### config.mk
export PLATFORM = sky130hd
export DESIGN_NAME = replica_exchanger
export DESIGN_NICKNAME = d
export VERILOG_FILES = /design/src/rtl/replica_exchanger.sv
export SDC_FILE = /design/constraint.sdc
export NUM_CORES = 1
export LEC_CHECK = 0
export ABC_CLOCK_PERIOD_IN_PS = 10530
export CORE_ASPECT_RATIO = 1.2
export CORE_UTILIZATION = 53
export DETAILED_ROUTE_END_ITERATION = 16
export PLACE_DENSITY = 0.86
export SLEW_MARGIN = 15
export SYNTH_ARGS = -nofsm -noshare
export SYNTH_HDL_FRONTEND = slang
export SYNTH_SLANG_ARGS = --single-unit
### constraint.sdc
create_clock -name clk -period 10.53 [get_ports clk]
set_input_delay 3.159 -clock clk [delete_from_list [all_inputs] [get_ports clk]]
set_output_delay 3.159 -clock clk [all_outputs]
set_load 0.1 [all_outputs]
### src/rtl/replica_exchanger.sv
// replica_exchanger -- one replica's slot in a chain of annealing replicas.
//
// Holds a city ordering of city_num words, each city_w bits wide, plus the
// replica's total distance. A burst streams the stored ordering to both
// neighbours one word per cycle. At the same time it overwrites each word with
// the matching word from the previous neighbour (PREV), from the following
// neighbour (FOLW), or with itself (SELF). Each neighbour reads a word before
// it writes that word, so a PREV burst on one replica paired with a FOLW burst
// on its neighbour swaps the two orderings whole.
//
// Optional feature: define REPLICA_EXCHANGER_STAT_EN to add the xchg_count
// output, which counts accepted PREV/FOLW commands and saturates at 0xFFFF.
//
// Ports:
//   clk          single clock
//   reset        asynchronous, active-high reset
//   exchange_cmd per-cycle command (NOP/SELF/PREV/FOLW); accepted when idle
//   prev_city    out_city of replica id-1
//   folw_city    out_city of replica id+1
//   out_city     ordering word streamed to both neighbours (0 when idle)
//   prev_total   total distance of replica id-1
//   folw_total   total distance of replica id+1
//   self_total   this replica's total distance
//   busy         high while a burst is in progress
//   done         one-cycle pulse in the cycle after the last burst cycle
//   cmd_error    sticky flag: a command arrived while busy
//   clear_error  clears cmd_error (a new error in the same cycle wins)
//   rd_addr      local read address
//   rd_data      registered read data (0 for out-of-range addresses)
//   xchg_count   (REPLICA_EXCHANGER_STAT_EN only) accepted PREV/FOLW count

package replica_exchanger_pkg;
  typedef enum logic [1:0] {
    NOP  = 2'd0,
    SELF = 2'd1,
    PREV = 2'd2,
    FOLW = 2'd3
  } exchange_command_t;

  typedef logic [31:0] total_data_t;
endpackage

module replica_exchanger
  import replica_exchanger_pkg::*;
#(
  parameter int id       = 0,
  parameter int city_num = 30,
  parameter int city_w   = 8
) (
  input  logic                        clk,
  input  logic                        reset,
  input  exchange_command_t           exchange_cmd,
  input  logic [city_w-1:0]           prev_city,
  input  logic [city_w-1:0]           folw_city,
  output logic [city_w-1:0]           out_city,
  input  total_data_t                 prev_total,
  input  total_data_t                 folw_total,
  output total_data_t                 self_total,
  output logic                        busy,
  output logic                        done,
  output logic                        cmd_error,
  input  logic                        clear_error,
  input  logic [$clog2(city_num)-1:0] rd_addr,
  output logic [city_w-1:0]           rd_data
`ifdef REPLICA_EXCHANGER_STAT_EN
  ,
  output logic [15:0]                 xchg_count
`endif
);

  localparam int AW  = $clog2(city_num);
  localparam int AW1 = AW + 1;
  localparam logic [AW-1:0] LAST_IDX     = AW'(city_num - 1);
  localparam logic [AW:0]   CITY_NUM_EXT = AW1'(city_num);

  // The rest of the design assumes at least two words and a chain position.
  if (city_num < 2 || id < 0) begin : g_bad_params
    $error("replica_exchanger: city_num must be >= 2 and id >= 0");
  end

  typedef enum logic {
    ST_IDLE,
    ST_BURST
  } state_t;

  state_t            state;
  exchange_command_t cmd_q;
  logic [AW-1:0]     idx;
  logic [city_w-1:0] ordering [city_num];
  logic              accept;
  logic [city_w-1:0] cur_city;
  logic [city_w-1:0] wr_city;
  total_data_t       load_total;

  assign busy     = (state == ST_BURST);
  assign accept   = (state == ST_IDLE) && (exchange_cmd != NOP);
  assign cur_city = ordering[idx];
  assign out_city = busy ? cur_city : '0;

  // Word written back in the current burst cycle, chosen by the latched command.
  always_comb begin
    wr_city = cur_city;
    case (cmd_q)
      PREV:    wr_city = prev_city;
      FOLW:    wr_city = folw_city;
      default: wr_city = cur_city;
    endcase
  end

  // Total distance that moves with the ordering, picked from the new command.
  always_comb begin
    load_total = self_total;
    case (exchange_cmd)
      PREV:    load_total = prev_total;
      FOLW:    load_total = folw_total;
      default: load_total = self_total;
    endcase
  end

  // Burst sequencer: IDLE accepts a command. BURST walks idx across the ordering,
  // writing one word per cycle, and returns to IDLE with a done pulse.
  always_ff @(posedge clk or posedge reset) begin
    if (reset) begin
      state      <= ST_IDLE;
      cmd_q      <= NOP;
      idx        <= '0;
      done       <= 1'b0;
      self_total <= '0;
      for (int k = 0; k < city_num; k++) begin
        ordering[k] <= city_w'(k);
      end
    end else begin
      done <= 1'b0;
      case (state)
        ST_IDLE: begin
          if (accept) begin
            state      <= ST_BURST;
            cmd_q      <= exchange_cmd;
            idx        <= '0;
            self_total <= load_total;
          end
        end
        ST_BURST: begin
          ordering[idx] <= wr_city;
          if (idx == LAST_IDX) begin
            state <= ST_IDLE;
            idx   <= '0;
            done  <= 1'b1;
          end else begin
            idx <= idx + 1'b1;
          end
        end
        default: state <= ST_IDLE;
      endcase
    end
  end

  // Sticky error for commands that arrive mid-burst. A new error beats a clear.
  always_ff @(posedge clk or posedge reset) begin
    if (reset) begin
      cmd_error <= 1'b0;
    end else if (busy && (exchange_cmd != NOP)) begin
      cmd_error <= 1'b1;
    end else if (clear_error) begin
      cmd_error <= 1'b0;
    end
  end

  // Local read port. It returns the word as it was before this edge's burst
  // write, and 0 for addresses beyond the ordering.
  always_ff @(posedge clk or posedge reset) begin
    if (reset) begin
      rd_data <= '0;
    end else if ({1'b0, rd_addr} < CITY_NUM_EXT) begin
      rd_data <= ordering[rd_addr];
    end else begin
      rd_data <= '0;
    end
  end

`ifdef REPLICA_EXCHANGER_STAT_EN
  // Counts exchanges with neighbours only. SELF bursts do not move data.
  always_ff @(posedge clk or posedge reset) begin
    if (reset) begin
      xchg_count <= '0;
    end else if (accept && ((exchange_cmd == PREV) || (exchange_cmd == FOLW))
                 && (xchg_count != 16'hFFFF)) begin
      xchg_count <= xchg_count + 16'd1;
    end
  end
`endif

endmodule

; Word-level counts from Yosys, hierarchy flattened
; Cells that the tools add are included.
[op_classes]
add_sub_neg = 1
multipliers = 0
div = 0
order_cmp = 4
n_eq_ne = 6
shift = 0
muxes = 23
bitwise = 3
reduce_logical = 8
[ops]
columns = operator, n
row1 = $bwmux 240, 1
row2 = $bmux 8 s5, 2
row3 = $pmux 32 s2, 1
row4 = $mux 8, 7
row5 = $demux 8 s5, 1
row6 = $pmux 8 s2, 1
row7 = $ge 6x6->1 const B, 2
row8 = $not 5->6, 2
row9 = $mux 5, 2
row10 = $pmux 5 s2, 1
row11 = $eq 2x2->1 const B, 4
row12 = $lt 6x1->1 const B, 1
row13 = $mux 1, 6
row14 = $reduce_bool 2->1, 3
row15 = $add 5x1->5 const B, 1
row16 = $eq 5x5->1 const B, 1
row17 = $lt 5x5->1 const B, 1
row18 = $logic_and 1x1->1, 3
row19 = $reduce_and 3->1, 1
row20 = $ne 2x2->1 const B, 1
row21 = $pmux 1 s2, 1
row22 = $reduce_and 2->1, 1
row23 = $not 1->1, 1
[totals]
ff_bits = 290
latch_bits = 0
mem_bits_rw = 0
mem_bits_ro = 0
in_bits = 90
out_inout_bits = 51
word_cells = 82
n_memories = 0

; Depth between registers and ports, before layout
[depth]
depth_word = 6
mapped_depth = 11
mapped_depth_nobuf = 7

; Worst setup path after synthesis
; No wires, ideal clock.
[synth_timing]
path_kind = flip-flop to output port
start = reg idx[4]
end = out out_city[5]
arrival_ps = 3229
t_required_ps = 7371
path_slack_ps = 4142
path_stages_with_launch = 7
n_path_buf = 2
cell_sequence = dfrtp_1 buf_4 or4b_1 buf_2 o22ai_1 nor4_4 a41oi_1
[synth_between]
elab_chain_len = 5
[synth_rtl]
columns = item, line_no
row1 = start: declaration, 88  ; logic [AW-1:0] idx;
row2 = start signal: assignment, 150  ; idx <= idx + 1'b1;
row3 = $not 5->6 (not written as such), 97  ; assign cur_city = ordering[idx];
row4 = $bmux 8 s5, 97
row5 = $mux 8 (not written as such) (2 in a row), 97
row6 = $mux 8, 98  ; assign out_city = busy ? cur_city : '0;
row7 = end: declaration, 55  ; output logic [city_w-1:0] out_city,
; Every way passes these cells. The select of a mux whose other input is x is not followed.

; Worst setup path in the final report
[layout_timing]
start = reg idx[1]
end = out out_city[7]
; The elaborated chain is that of the path after synthesis.

==> impl_results.md <==
- Primary FF master, synth: dfrtp_1
- Max-Cap Viols: 0
- Die area: 30300 µm²
- Crit Path Max Fanout: 63
- Routed via count: 11420
- Port Buffers: 140
- Clk sinks: 290
- Min Tclk post-route: 8.12 ns
- Period utilization: 77.1%
- Cts hold-fix bufs: 0
- Crit path depth: 6
- Final hold violations: 0
- Reg2Reg Depth: 6
- Syn Nets: 1328
- Core Area: 28900 µm²
- Async SR Flop Fraction: 100%
- Longest Clk Path Bufs: 3
- CP peak stage delay: 1.10 ns
- Initial antenna violation count: 0
- Synth Area in Adders: 0.319%
- Drt pass-1 iters: 6
- Mux share of post-synthesis cell area: 35.9%
- Crit path arrival time: 4.96 ns
- FF/Latch Area: 7350 µm²
- Worst path required time: 7.37 ns
- Final ANT Viol Nets: 0
- H-tree levels: 1
- Fillcell total: 2150
- Mean post-synth cell area: 12.7 µm²
- F_max: 123 MHz
- CTS tree: built
- FF+latch count, synth: 290
- Clock root cell: clkbuf_16
- Wire per inst: 25.9 µm
- DR vias/cell: 6.62
- Worst hold slack: 0.475 ns
- Compound-Gate Fraction of Synth Area: 6.66%
- Final #Nets: 1411
- GPL Wtd Cong: 0.961
- Hold-critical path depth: 2
- Clock transition at the registers of the reported paths: 0.07 ns
- Final core utilization: 62.9%
- Post-synthesis cell type count: 47
- Io pins: 141
- Synthesis warning total: 0
- Largest net degree at the start of global routing: 153
- Share of cells above drive strength 1: 32.7%
- Main combinational cell family by area after synthesis: multiplexers
- Critical path startpoint category: flip-flop
- Post-Synthesis Cells: 1234
- Total CTS buffers: 29
- Rel. slew slack: 16.2%
- Die Y: 191 µm
- CP top delay family: buffers and inverters
- Status: complete, no violations
- Post-synth EDFFs: 0
- FP Rows: 68
- First-iteration detailed-routing DRC count: 1291
- DP HPWL: 30500 µm
- Synth Area in XOR/XNOR: 0%
- Starting density of the core: 54.3%
- Sequential fraction of the synthesis area: 46.8%
- Critical Path Slowest Stage Cell: dfrtp_4
- Setup crit end kind: primary output
- RSZ-0062 raised after global routing: no
- Grt total ovfl: 0
- Buf+Inv Stages, Crit Path: 2
- First-pass GRT wire length: 69700 µm
- Lkg Pwr: 7.78 nW
- Residual DRC: 0
- Die Width: 159 µm
- Total Wirelength: 44700 µm
- Skew-Pair Late Insertion Delay: 0.57 ns
- Maximum vdd drop: 0.239 mV
- CP Cell Sequence: buf_4 -> mux2i_1 -> o22ai_1 -> nor4_1 -> a21oi_1 -> clkdlybuf4s50_1
- PwrDens: 342 nW/µm²
- Post-CTS repair timing setup buffer count: 0
- Total power: 0.00621 W
- Antenna Cells: 0
- Vias in the first global route: 11706
- Setup CP Type: flip-flop to primary output
- Cell Area, Synth: 15700 µm²
- Post_cts resized: 0
- Final worst-path setup slack: 2.41 ns
- Multi-input gate area: 7900 µm²
- Post-Place Setup Slack: 3.17 ns
- TNS Setup: 0 ns
- Total GRT Usage: 29.9%
- Hold WC Path Type: flip-flop to flip-flop
- Setup Skew: 0.0155 ns
- Layout area overhead: 15.9%
- Final setup viols: 0
- Worst Tran Pin Value: 1.25 ns
- Slew Viols, Final: 0
- Post-synthesis simple-gate area fraction: 6.82%
[cells in the mapped netlist, drive strengths merged, types with 4 or more instances]
master   count  area, µm²
mux2i      159       1590
mux4        69       1550
a211oi       7       52.6
and3         4       25.0
nand2      102        383
nor2b       10       62.6
a31oi        8       50.1
nor2        55        206
inv          9       33.8
dfstp       71       1870
nand3       13       65.1
clkbuf      36        149
ha           4       50.1
buf         59        363
mux2       221       2490
nand4b       4       41.3
or4b         4       40.0
dfrtp      219       5480
nor4         8       96.3
a41oi        9        116
a21oi        8       40.0
o31ai        4       43.8
o21ai       72        360
o22ai       53        332
nand4bb      6       67.6
[final cells by class]
cell class                      instances  area share [%]
Clock buffer                           44            4.68
Tap cell                              385            2.65
Timing Repair Buffer                  147            8.02
Inverter                               11           0.248
Clock inverter                          9           0.578
Multi-Input combinational cell        838            43.4
Sequential cell                       290            40.4
[worst register-to-register path: cells and delay by family, from the launching register on]
kind | cells | cell delay [ns]
AND/OR/NAND/NOR | 1 | 0.43
AO/OA/AOI/OAI | 2 | 0.66
buffers and inverters | 1 | 0.98
multiplexers | 2 | 0.87
flip-flops | 1 | 1.10
[power by group]
part / total [W] / switching (W) / internal (W)
logic: 0.00301 / 0.00188 / 0.00113
clock network: 0.00106 / 0.000451 / 0.000606
registers: 0.00215 / 0.000497 / 0.00165
total: 0.00621 / 0.00283 / 0.00338
[cell usage in the layout, fill, tap and decap left out, drive strengths merged, types with 3 or more instances in the layout]
cell type	Yosys	final
o21ai	72	72
nand2	102	102
nor4	8	8
o22a	3	3
inv	9	9
clkinv	2	8
mux2i	159	159
nor2	55	55
a211oi	7	7
mux4	69	69
and3	4	4
mux2	221	221
clkbuf	36	44
or4b	4	4
nand4b	4	4
a41oi	9	9
o22ai	53	53
dfstp	71	71
a21oi	8	8
buf	59	9
nor2b	10	10
nand3	13	13
o31ai	4	4
ha	4	4
or4	3	3
a31oi	8	8
nand4bb	6	6
dfrtp	219	219
clkdlybuf4s50	0	138
[layer usage]
| metal | global-route usage [%] | up-vias | part of all wire, % |
|---|---|---|---|
| li1 | - | 4775 | - |
| met1 | 38.9 | 5762 | 38 |
| met2 | 47.7 | 714 | 48 |
| met3 | 6.00 | 169 | 9.6 |
| met4 | 15.8 | 0 | 4.8 |
| met5 | 0 | - | 0 |
[per-stage QoR]
| stage | cells | instance area (µm²) |
|---|---|---|
| 2_1_floorplan | 1234 | 15700 |
| 3_3_place_gp | 1671 | 17200 |
| 3_5_place_dp | 1671 | 17200 |
| 4_1_cts | 1724 | 18100 |
| 5_1_grt | 1724 | 18200 |
| 6_report | 1724 | 18200 |
[registers in the layout (all words and copies together) (netlist names)]
register	flops
ordering	240
idx	5
cmd_error	1
rd_data	8
self_total	32
busy	1
cmd_q	2
done	1
[cells by family after synthesis]
| family | count (synthesis) |
|---|---|
| buf+inv | 106 |
| fa+ha+maj | 4 |
| simple gates | 218 |
| compound gates | 167 |
| flops | 290 |
| mux | 449 |
[worst paths after layout]
check	startpoint	to	slack, ns
worst max-delay path	idx[1]	out_city[7]	2.41
worst min-delay path	ordering[108]	ordering[108]	0.47
worst max register to register	idx[1]	ordering[18]	6.37
worst min register to register	ordering[108]	ordering[108]	0.47
max in group asynchronous	reset	ordering[34]	5.82
min in group asynchronous	reset	self_total[1]	3.15
(Power assumes the default switching activity.)
